[src/rtl/jk_excitation_driver_if.sv]
// Target-bit handshake, JK drive and flip-flop feedback bundle for jk_excitation_driver.
// master = upstream/flip-flop environment, slave = the driver itself.
interface jk_excitation_driver_if #(
  parameter int CNT_W = 8
);
  logic             tgt_valid;
  logic             tgt_bit;
  logic             tgt_ready;
  logic             q_fb;
  logic             J;
  logic             K;
  logic             q_exp;
  logic             busy;
  logic             err_pulse;
  logic [CNT_W-1:0] err_cnt;

  modport master (
    output tgt_valid, tgt_bit, q_fb,
    input  tgt_ready, J, K, q_exp, busy, err_pulse, err_cnt
  );

  modport slave (
    input  tgt_valid, tgt_bit, q_fb,
    output tgt_ready, J, K, q_exp, busy, err_pulse, err_cnt
  );
endinterface

[src/rtl/jk_excitation_driver.sv]
// Encodes each desired next-Q bit into a one-clock J/K pulse and verifies Q one clock later.
// Accept->check is 2 clocks (one bit per 3 clocks); tgt_valid outside IDLE is ignored, not queued.
module jk_excitation_driver #(
  parameter int CNT_W     = 8,
  parameter int FILL_MODE = 0
) (
  input logic                   CLK,
  input logic                   CLR,
  jk_excitation_driver_if.slave bus
);

  typedef enum logic [1:0] {
    ST_IDLE  = 2'd0,
    ST_DRIVE = 2'd1,
    ST_CHECK = 2'd2
  } state_t;

  state_t           r_state;
  state_t           w_state_nxt;

  logic             w_tgt_ready;
  logic             w_busy;
  logic             w_accept;
  logic             w_check;
  logic             w_mismatch;
  logic             w_j_exc;
  logic             w_k_exc;

  logic             r_j;
  logic             r_k;
  logic             r_q_exp;
  logic             r_q_next;
  logic             r_err_pulse;
  logic [CNT_W-1:0] r_err_cnt;

  always_ff @(posedge CLK or negedge CLR) begin
    if (!CLR) begin
      r_state <= ST_IDLE;
    end else begin
      r_state <= w_state_nxt;
    end
  end

  always_comb begin
    w_state_nxt = r_state;
    case (r_state)
      ST_IDLE:  if (bus.tgt_valid) w_state_nxt = ST_DRIVE;
      ST_DRIVE: w_state_nxt = ST_CHECK;
      ST_CHECK: w_state_nxt = ST_IDLE;
      default:  w_state_nxt = ST_IDLE;
    endcase
  end

  always_comb begin
    w_tgt_ready = (r_state == ST_IDLE);
    w_busy      = (r_state == ST_DRIVE) || (r_state == ST_CHECK);
  end

  assign w_accept = w_tgt_ready && bus.tgt_valid;

  // Excitation of the (q_exp -> tgt_bit) transition; FILL_MODE picks the don't-care value.
  always_comb begin
    if (FILL_MODE == 0) begin
      w_j_exc = ~r_q_exp &  bus.tgt_bit;
      w_k_exc =  r_q_exp & ~bus.tgt_bit;
    end else begin
      w_j_exc =   r_q_exp | bus.tgt_bit;
      w_k_exc = ~(r_q_exp & bus.tgt_bit);
    end
  end

  assign w_check    = (r_state == ST_CHECK);
  assign w_mismatch = w_check && (bus.q_fb != r_q_next);

  always_ff @(posedge CLK or negedge CLR) begin
    if (!CLR) begin
      r_j         <= 1'b0;
      r_k         <= 1'b0;
      r_q_exp     <= 1'b0;
      r_q_next    <= 1'b0;
      r_err_pulse <= 1'b0;
      r_err_cnt   <= '0;
    end else begin
      // J/K are only ever non-zero for the single DRIVE cycle following an accept.
      r_j         <= w_accept ? w_j_exc : 1'b0;
      r_k         <= w_accept ? w_k_exc : 1'b0;
      r_err_pulse <= w_mismatch;
      if (w_accept) begin
        r_q_next <= bus.tgt_bit;
      end
      if (w_check) begin
        r_q_exp <= w_mismatch ? bus.q_fb : r_q_next;
      end
      if (w_mismatch && (r_err_cnt != {CNT_W{1'b1}})) begin
        r_err_cnt <= r_err_cnt + CNT_W'(1);
      end
    end
  end

  assign bus.tgt_ready = w_tgt_ready;
  assign bus.busy      = w_busy;
  assign bus.J         = r_j;
  assign bus.K         = r_k;
  assign bus.q_exp     = r_q_exp;
  assign bus.err_pulse = r_err_pulse;
  assign bus.err_cnt   = r_err_cnt;

endmodule
[src/flat_wrapper.sv]
// flat-port wrapper written by rule: the top's interface ports become plain ports
module jk_excitation_driver_flat 
#(
  parameter int CNT_W     = 8,
  parameter int FILL_MODE = 0
)
  (CLK, CLR, bus_tgt_valid, bus_tgt_bit, bus_q_fb, bus_tgt_ready, bus_J, bus_K, bus_q_exp, bus_busy, bus_err_pulse, bus_err_cnt);
  jk_excitation_driver_if #(.CNT_W(CNT_W)) bus_i ();
  input logic CLK;
  input logic CLR;
  input wire logic [$bits(bus_i.tgt_valid)-1:0] bus_tgt_valid;
  input wire logic [$bits(bus_i.tgt_bit)-1:0] bus_tgt_bit;
  input wire logic [$bits(bus_i.q_fb)-1:0] bus_q_fb;
  output wire logic [$bits(bus_i.tgt_ready)-1:0] bus_tgt_ready;
  output wire logic [$bits(bus_i.J)-1:0] bus_J;
  output wire logic [$bits(bus_i.K)-1:0] bus_K;
  output wire logic [$bits(bus_i.q_exp)-1:0] bus_q_exp;
  output wire logic [$bits(bus_i.busy)-1:0] bus_busy;
  output wire logic [$bits(bus_i.err_pulse)-1:0] bus_err_pulse;
  output wire logic [$bits(bus_i.err_cnt)-1:0] bus_err_cnt;
  assign bus_i.tgt_valid = bus_tgt_valid;
  assign bus_i.tgt_bit = bus_tgt_bit;
  assign bus_i.q_fb = bus_q_fb;
  assign bus_tgt_ready = bus_i.tgt_ready;
  assign bus_J = bus_i.J;
  assign bus_K = bus_i.K;
  assign bus_q_exp = bus_i.q_exp;
  assign bus_busy = bus_i.busy;
  assign bus_err_pulse = bus_i.err_pulse;
  assign bus_err_cnt = bus_i.err_cnt;
  jk_excitation_driver #(.CNT_W(CNT_W), .FILL_MODE(FILL_MODE)) u_core (.CLK(CLK), .CLR(CLR), .bus(bus_i));
endmodule
[config.mk]
export PLATFORM = sky130hd
export DESIGN_NAME = jk_excitation_driver_flat
export DESIGN_NICKNAME = d
export VERILOG_FILES = /design/src/rtl/jk_excitation_driver_if.sv /design/src/rtl/jk_excitation_driver.sv /design/src/flat_wrapper.sv
export SDC_FILE = /design/constraint.sdc
export NUM_CORES = 1
export LEC_CHECK = 0
export CORE_UTILIZATION = 46
export DETAILED_ROUTE_END_ITERATION = 6
export PLACE_DENSITY = 0.76
export SLEW_MARGIN = 5
export SYNTH_ARGS = -nofsm -noshare
export SYNTH_HDL_FRONTEND = slang
export SYNTH_SLANG_ARGS = --single-unit
[constraint.sdc]
create_clock -name CLK -period 1.75 [get_ports CLK]
set_input_delay 0.175 -clock CLK [delete_from_list [all_inputs] [get_ports CLK]]
set_output_delay 0.175 -clock CLK [all_outputs]
set_load 0.02 [all_outputs]
==> metrics.md <==
| Metric | Value |
|---|---|
| Main area contributors after synthesis | `dfrtp_1, ha_1, xnor2_1` |
| Setup Buffers After CTS | `0` |
| Slew margin rel. | `57.1%` |
| Root Driver | `clkbuf_4` |
| Remaining global-route overflow | `0` |
| CTS Buffer Depth | `2` |
| H-tree levels | `1` |
| Critical path endpoint category | `output port` |
| Slowest cell on the critical path | `clkdlybuf4s50_1` |
| Final period util | `92.1%` |
| Post-synth EDFFs | `0` |
| CTS clock-pin slew for the worst setup and hold paths | `0.08 ns` |
| Ratio of cells with drive above 1 in the final layout | `15.5%` |
| Total number of vias | `534` |
| Peak fanout along the critical path | `7` |
| IO Pins | `19` |
| Final hold vios | `0` |
| Ant. Diodes | `0` |
| DP Area | `931 um^2` |
| First-pass GRT wire length | `2170 um` |
| CP delay by family, top | `buffers and inverters` |
| R2R setup slack | `0.19 ns` |
| Final wirelength | `1240 um` |
| Die Y | `42.0 um` |
| Port bufs | `18` |
| DR pass1 iterations | `4` |
| Max_cap viols | `0` |
| Cell count after placement | `96` |
| Post-synthesis instance total | `62` |
| Ys Warns | `0` |
| Syn nets | `72` |
| Status | `completed` |
| Worst r2r path cells | `5` |
| Most numerous cell in the Yosys netlist | `dfrtp_1` |
| Starting DRT DRC Count | `4` |
| RSZ-0062 raised after global routing | `no` |
| Fin crit period | `1.61 ns` |
| WP data required | `1.57 ns` |
| RD Place Congestion | `0.713` |
| Max Slew Vio Count | `0` |
| Overall Global Routing Usage | `16.8%` |
| Largest net degree at the start of global routing | `16` |
| Clock latency on the worst-skew pair | `0.28 ns` |
| Final setup vio count | `0` |
| Logic depth of the worst path, buffers included | `1` |
| FILL cells | `120` |
| Die Wd | `42.0 um` |
| Worst Setup Start Kind | `flop` |
| Initial antenna violation count | `0` |
| Hold WC Path Type | `input port to asynchronous set/reset pin` |
| Final ANT Viol Nets | `0` |
| Worst r2r src | `u_core.bus.err_cnt[0]` |
| Row Count | `14` |
| Fmax | `620 MHz` |
| DRC errors left | `0` |
| Reg area | `375 um^2` |
| CTS sink count | `15` |
| WP data arrival | `1.44 ns` |
| Num CTS Buffers | `3` |
| Synth area leader | `dfrtp_1` |
| Yosys top cell area share | `51.1%` |
| Static Leak | `0.435 nW` |
| Clock skew | `0.000919 ns` |
| Mapped Area | `734 um^2` |
| Top post-synthesis cells by count | `dfrtp_1, nand2_1, ha_1` |
| Max VDD drop | `968 uV` |
| Vias/cell | `5.34` |
| Fin nets | `95` |
| Measured slew at the worst slew-check pin | `0.641 ns` |
| CP Buf/Inv Count | `1` |
| Synth Register Bits | `15` |
| Fin util | `63.4%` |
| Register area share after synthesis | `51.1%` |
| Setup tns final | `0 ns` |
| Worst reg2reg path endpoint | `u_core.bus.err_cnt[1]` |
| Vias in the first global route | `509` |
| Fin area | `955 um^2` |
| Synth-to-Final Area Change | `30.0%` |
| Kind of critical path | `flop to output port` |
| Fin cells | `100` |
| Worst path cell trace | `clkdlybuf4s50_1` |
| Avg Cell Area, Syn | `11.8 um^2` |
| Initial Util | `48.8%` |
| Total chip power | `1.41 mW` |
| Async set-or-reset flop fraction in the synthesized netlist | `100%` |
| Detail-routed net length per standard cell | `12.4 um` |
| DP Wirelength | `951 um` |
| Max stage delay on crit path | `0.66 ns` |
| Most frequently used flop master after synthesis | `dfrtp_1` |
| CTS tree | `yes` |
| Placeable core area | `1510 um^2` |
| Area of the multi-input gates | `337 um^2` |
| Pwr Density | `1470 nW/um^2` |
| Yosys cell types | `23` |
| DIE AREA | `1760 um^2` |
## how the worst max path moves through the flow
stage / slack (ns) / endpoint / startpoint
2_1_floorplan: 0.20 / u_core.bus.err_cnt[1] / u_core.bus.err_cnt[0]
5_1_grt: 0.08 / bus_err_cnt[4] / u_core.bus.err_cnt[4]
6_report: 0.14 / bus_err_cnt[4] / u_core.bus.err_cnt[4]
3_3_place_gp: 0.20 / u_core.bus.err_cnt[6] / bus_q_fb
4_1_cts: 0.14 / bus_err_cnt[4] / u_core.bus.err_cnt[4]
3_5_place_dp: 0.17 / u_core.bus.err_cnt[2] / bus_q_fb
## flip-flops by register name, summed over array words and instances, names as in the netlist
| register | flops |
|---|---|
| u_core.bus.J | 1 |
| u_core.bus.K | 1 |
| u_core.bus.err_cnt | 8 |
| u_core.bus.err_pulse | 1 |
| u_core.bus.q_exp | 1 |
| u_core.r_q_next | 1 |
| u_core.r_state | 2 |
## stage by stage
| step | setup WS [ns] | hold WS [ns] |
|---|---|---|
| after detailed placement | 0.165 | 0.472 |
| final | 0.138 | 0.286 |
| after global routing | 0.0830 | 0.363 |
| after global placement | 0.196 | 0.468 |
| after floorplan | 0.196 | -0.121 |
| after CTS | 0.140 | 0.321 |
## what timing repair did
item                       in CTS  in global routing
hold buffers                    0                  0
setup endpoints to repair       2                  0
resized for setup               2                  0
## layer usage
metal	up-vias	track usage (%)	wire length, um
li1	260	-	-
met5	-	0	0
met2	14	25.9	628
met3	4	3.91	55
met4	0	9.68	29
met1	256	21.4	525
## cell usage in the layout, fill, tap and decap left out, drive strengths merged, types with 3 or more instances in the layout
cell type / netlist / layout
a21oi: 3 / 3
clkbuf: 0 / 4
clkdlybuf4s50: 0 / 16
dfrtp: 15 / 15
ha: 5 / 5
inv: 3 / 3
mux2: 4 / 4
nand2: 8 / 8
nand4: 4 / 4
xnor2: 4 / 4
## area by class of cell
type | instances | share of cell area, %
Multi-Input combinational cell | 43 | 35.3
Tap cell | 16 | 2.10
Timing Repair Buffer | 19 | 19.4
Clock buffer | 4 | 2.75
Inverter | 3 | 1.18
Sequential cell | 15 | 39.3
## report_power, final
part,internal [mW],total [mW],switching [mW]
combinational,0.320,0.656,0.336
clock,0.0884,0.195,0.107
sequential,0.455,0.555,0.100
total,0.863,1.41,0.543
## logic make-up after synthesis
logic type / count (synthesis) / synth area share, %
xor+xnor: 4 / 4.77
buf+inv: 4 / 3.07
simple gates: 23 / 19.8
mux: 5 / 8.52
fa+ha+maj: 5 / 8.52
compound gates: 6 / 4.26
flops: 15 / 51.1
Note: power is estimated with default switching activity, not from simulation.
==> RTL change: new RTL, same settings <==
`CNT_W` is set to 8 in 3 places; all go to 6.
--- a/src/rtl/jk_excitation_driver_if.sv
+++ b/src/rtl/jk_excitation_driver_if.sv
@@ -1,7 +1,7 @@
 // Target-bit handshake, JK drive and flip-flop feedback bundle for jk_excitation_driver.
 // master = upstream/flip-flop environment, slave = the driver itself.
 interface jk_excitation_driver_if #(
-  parameter int CNT_W = 8
+  parameter int CNT_W = 6
 );
   logic             tgt_valid;
   logic             tgt_bit;
--- a/src/rtl/jk_excitation_driver.sv
+++ b/src/rtl/jk_excitation_driver.sv
@@ -1,7 +1,7 @@
 // Encodes each desired next-Q bit into a one-clock J/K pulse and verifies Q one clock later.
 // Accept->check is 2 clocks (one bit per 3 clocks); tgt_valid outside IDLE is ignored, not queued.
 module jk_excitation_driver #(
-  parameter int CNT_W     = 8,
+  parameter int CNT_W     = 6,
   parameter int FILL_MODE = 0
 ) (
   input logic                   CLK,
--- a/src/flat_wrapper.sv
+++ b/src/flat_wrapper.sv
@@ -1,7 +1,7 @@
 // flat-port wrapper written by rule: the top's interface ports become plain ports
 module jk_excitation_driver_flat 
 #(
-  parameter int CNT_W     = 8,
+  parameter int CNT_W     = 6,
   parameter int FILL_MODE = 0
 )
   (CLK, CLR, bus_tgt_valid, bus_tgt_bit, bus_q_fb, bus_tgt_ready, bus_J, bus_K, bus_q_exp, bus_busy, bus_err_pulse, bus_err_cnt);
Ports: changed (resized bus_err_cnt); port bits go from 19 to 17. The function was not compared with the original's and may differ.
==> RTL change against the original RTL <==
  * Design area fell by 16%
  * Combinational power fell by 5.0%
  * Synthesized cell count fell by 23%
  * Sequential cell count fell by 2
  * Wire length fell by 15%
  * Worst hold slack got worse by 0.020 ns
  * Total power fell by 7.2%
  * Worst setup slack improved by 0.095 ns
  * Synthesized area fell by 18%
  * Fmax rose by 6.3%
  * Critical path type unchanged
  * Largest power group unchanged
==> RTL change: results <==
[cells_and_area]
buffer_area_share_pct = 19.6
buffers_excl_clock = 16
multi_input_gates = 32
seq_area_um2 = 325
n_fill_cell = 91
seq_area_share_pct = 40.5
fin_cells = 82
largest_reg_flops = 6
clk_share_pct = 3.27
fin_nets = 79

[place]
dpl_cell_area_um2 = 779
port-buffer-count = 16
placed_cells = 78
hpwlAfterDp_um = 822
gp_congestion = 0.699
place_ws_ns = 0.242

[setup_path]
ff2ff_setup_slack_ns = 0.25
reg2reg_depth = 4
crit_fanout = 4
cp.arrival_ns = 1.34
critPathCapture = "bus_busy"

[logic_synthesis]
synth_nets = 58
synthTopCellsByArea = "dfrtp_1 54%, ha_1 10%, xor2_1 5.8%"
avgSynthCellArea_um2 = 12.5
synth_common_cells = "13 x dfrtp_1, 5 x ha_1, 5 x nand2_1"
synth_cell_types = 17
synth.yosys.seq_area_share_pct = 54.1

[global_routing]
grtUsageTotal_pct = 19.6
gr-usage-met2_pct = 32.2
grtUsageMet3_pct = 5.81
grt_pass1_vias = 408
grt_max_degree = 14
grt_pass1_wl_um = 1860

[die]
nWellTaps = 14

[timing]
worst_clock_skew_ns = 0.00406
finalWorstSetupSlack_ns = 0.233

[drt]
wl_per_cell_um = 12.8
drtIter0Drc = 3
dr_wl_met2_um = 527
met1Wirelength_um = 464
wl_met3_um = 47
dr.pass1.iters = 3
vias_per_cell = 4.78

[power_and_ir_drop]
switching_share_pct = 39.8
p_leak_nw = 0.385

[outcome]
run_status = "completed"

[clock_network]
root_buffer = "clkbuf_4"
==> RTL change: power by group through the flow <==
stage / sequential (mW) / clock [mW] / combinational [mW]
after global routing: 0.515 / 0.205 / 0.686
after detailed placement: 0.510 / 0 / 0.656
final: 0.498 / 0.184 / 0.623
after CTS: 0.503 / 0.189 / 0.635
after floorplan: 0.578 / 0 / 0.307
after global placement: 0.501 / 0 / 0.638
==> RTL change: logic make-up (layout without fill, tap and decap cells) <==
logic type	count (synthesis)	count (layout)	share of synthesized area (%)
adders and majority gates	5	5	10.4
xor gates and xnor gates	6	6	9.98
muxes	3	3	5.61
DFF	13	13	54.1
buffers and inverters	3	23	1.87
and+or+nand+nor	15	15	12.9
AOI/OAI and AO/OA	3	3	5.20
==> RTL change: critical path, cell delays in order (launching register included) <==
cell and delay (ns):
dfrtp_1 0.38, inv_1 0.13, ha_1 0.25, dlygate4sd2_1 0.32
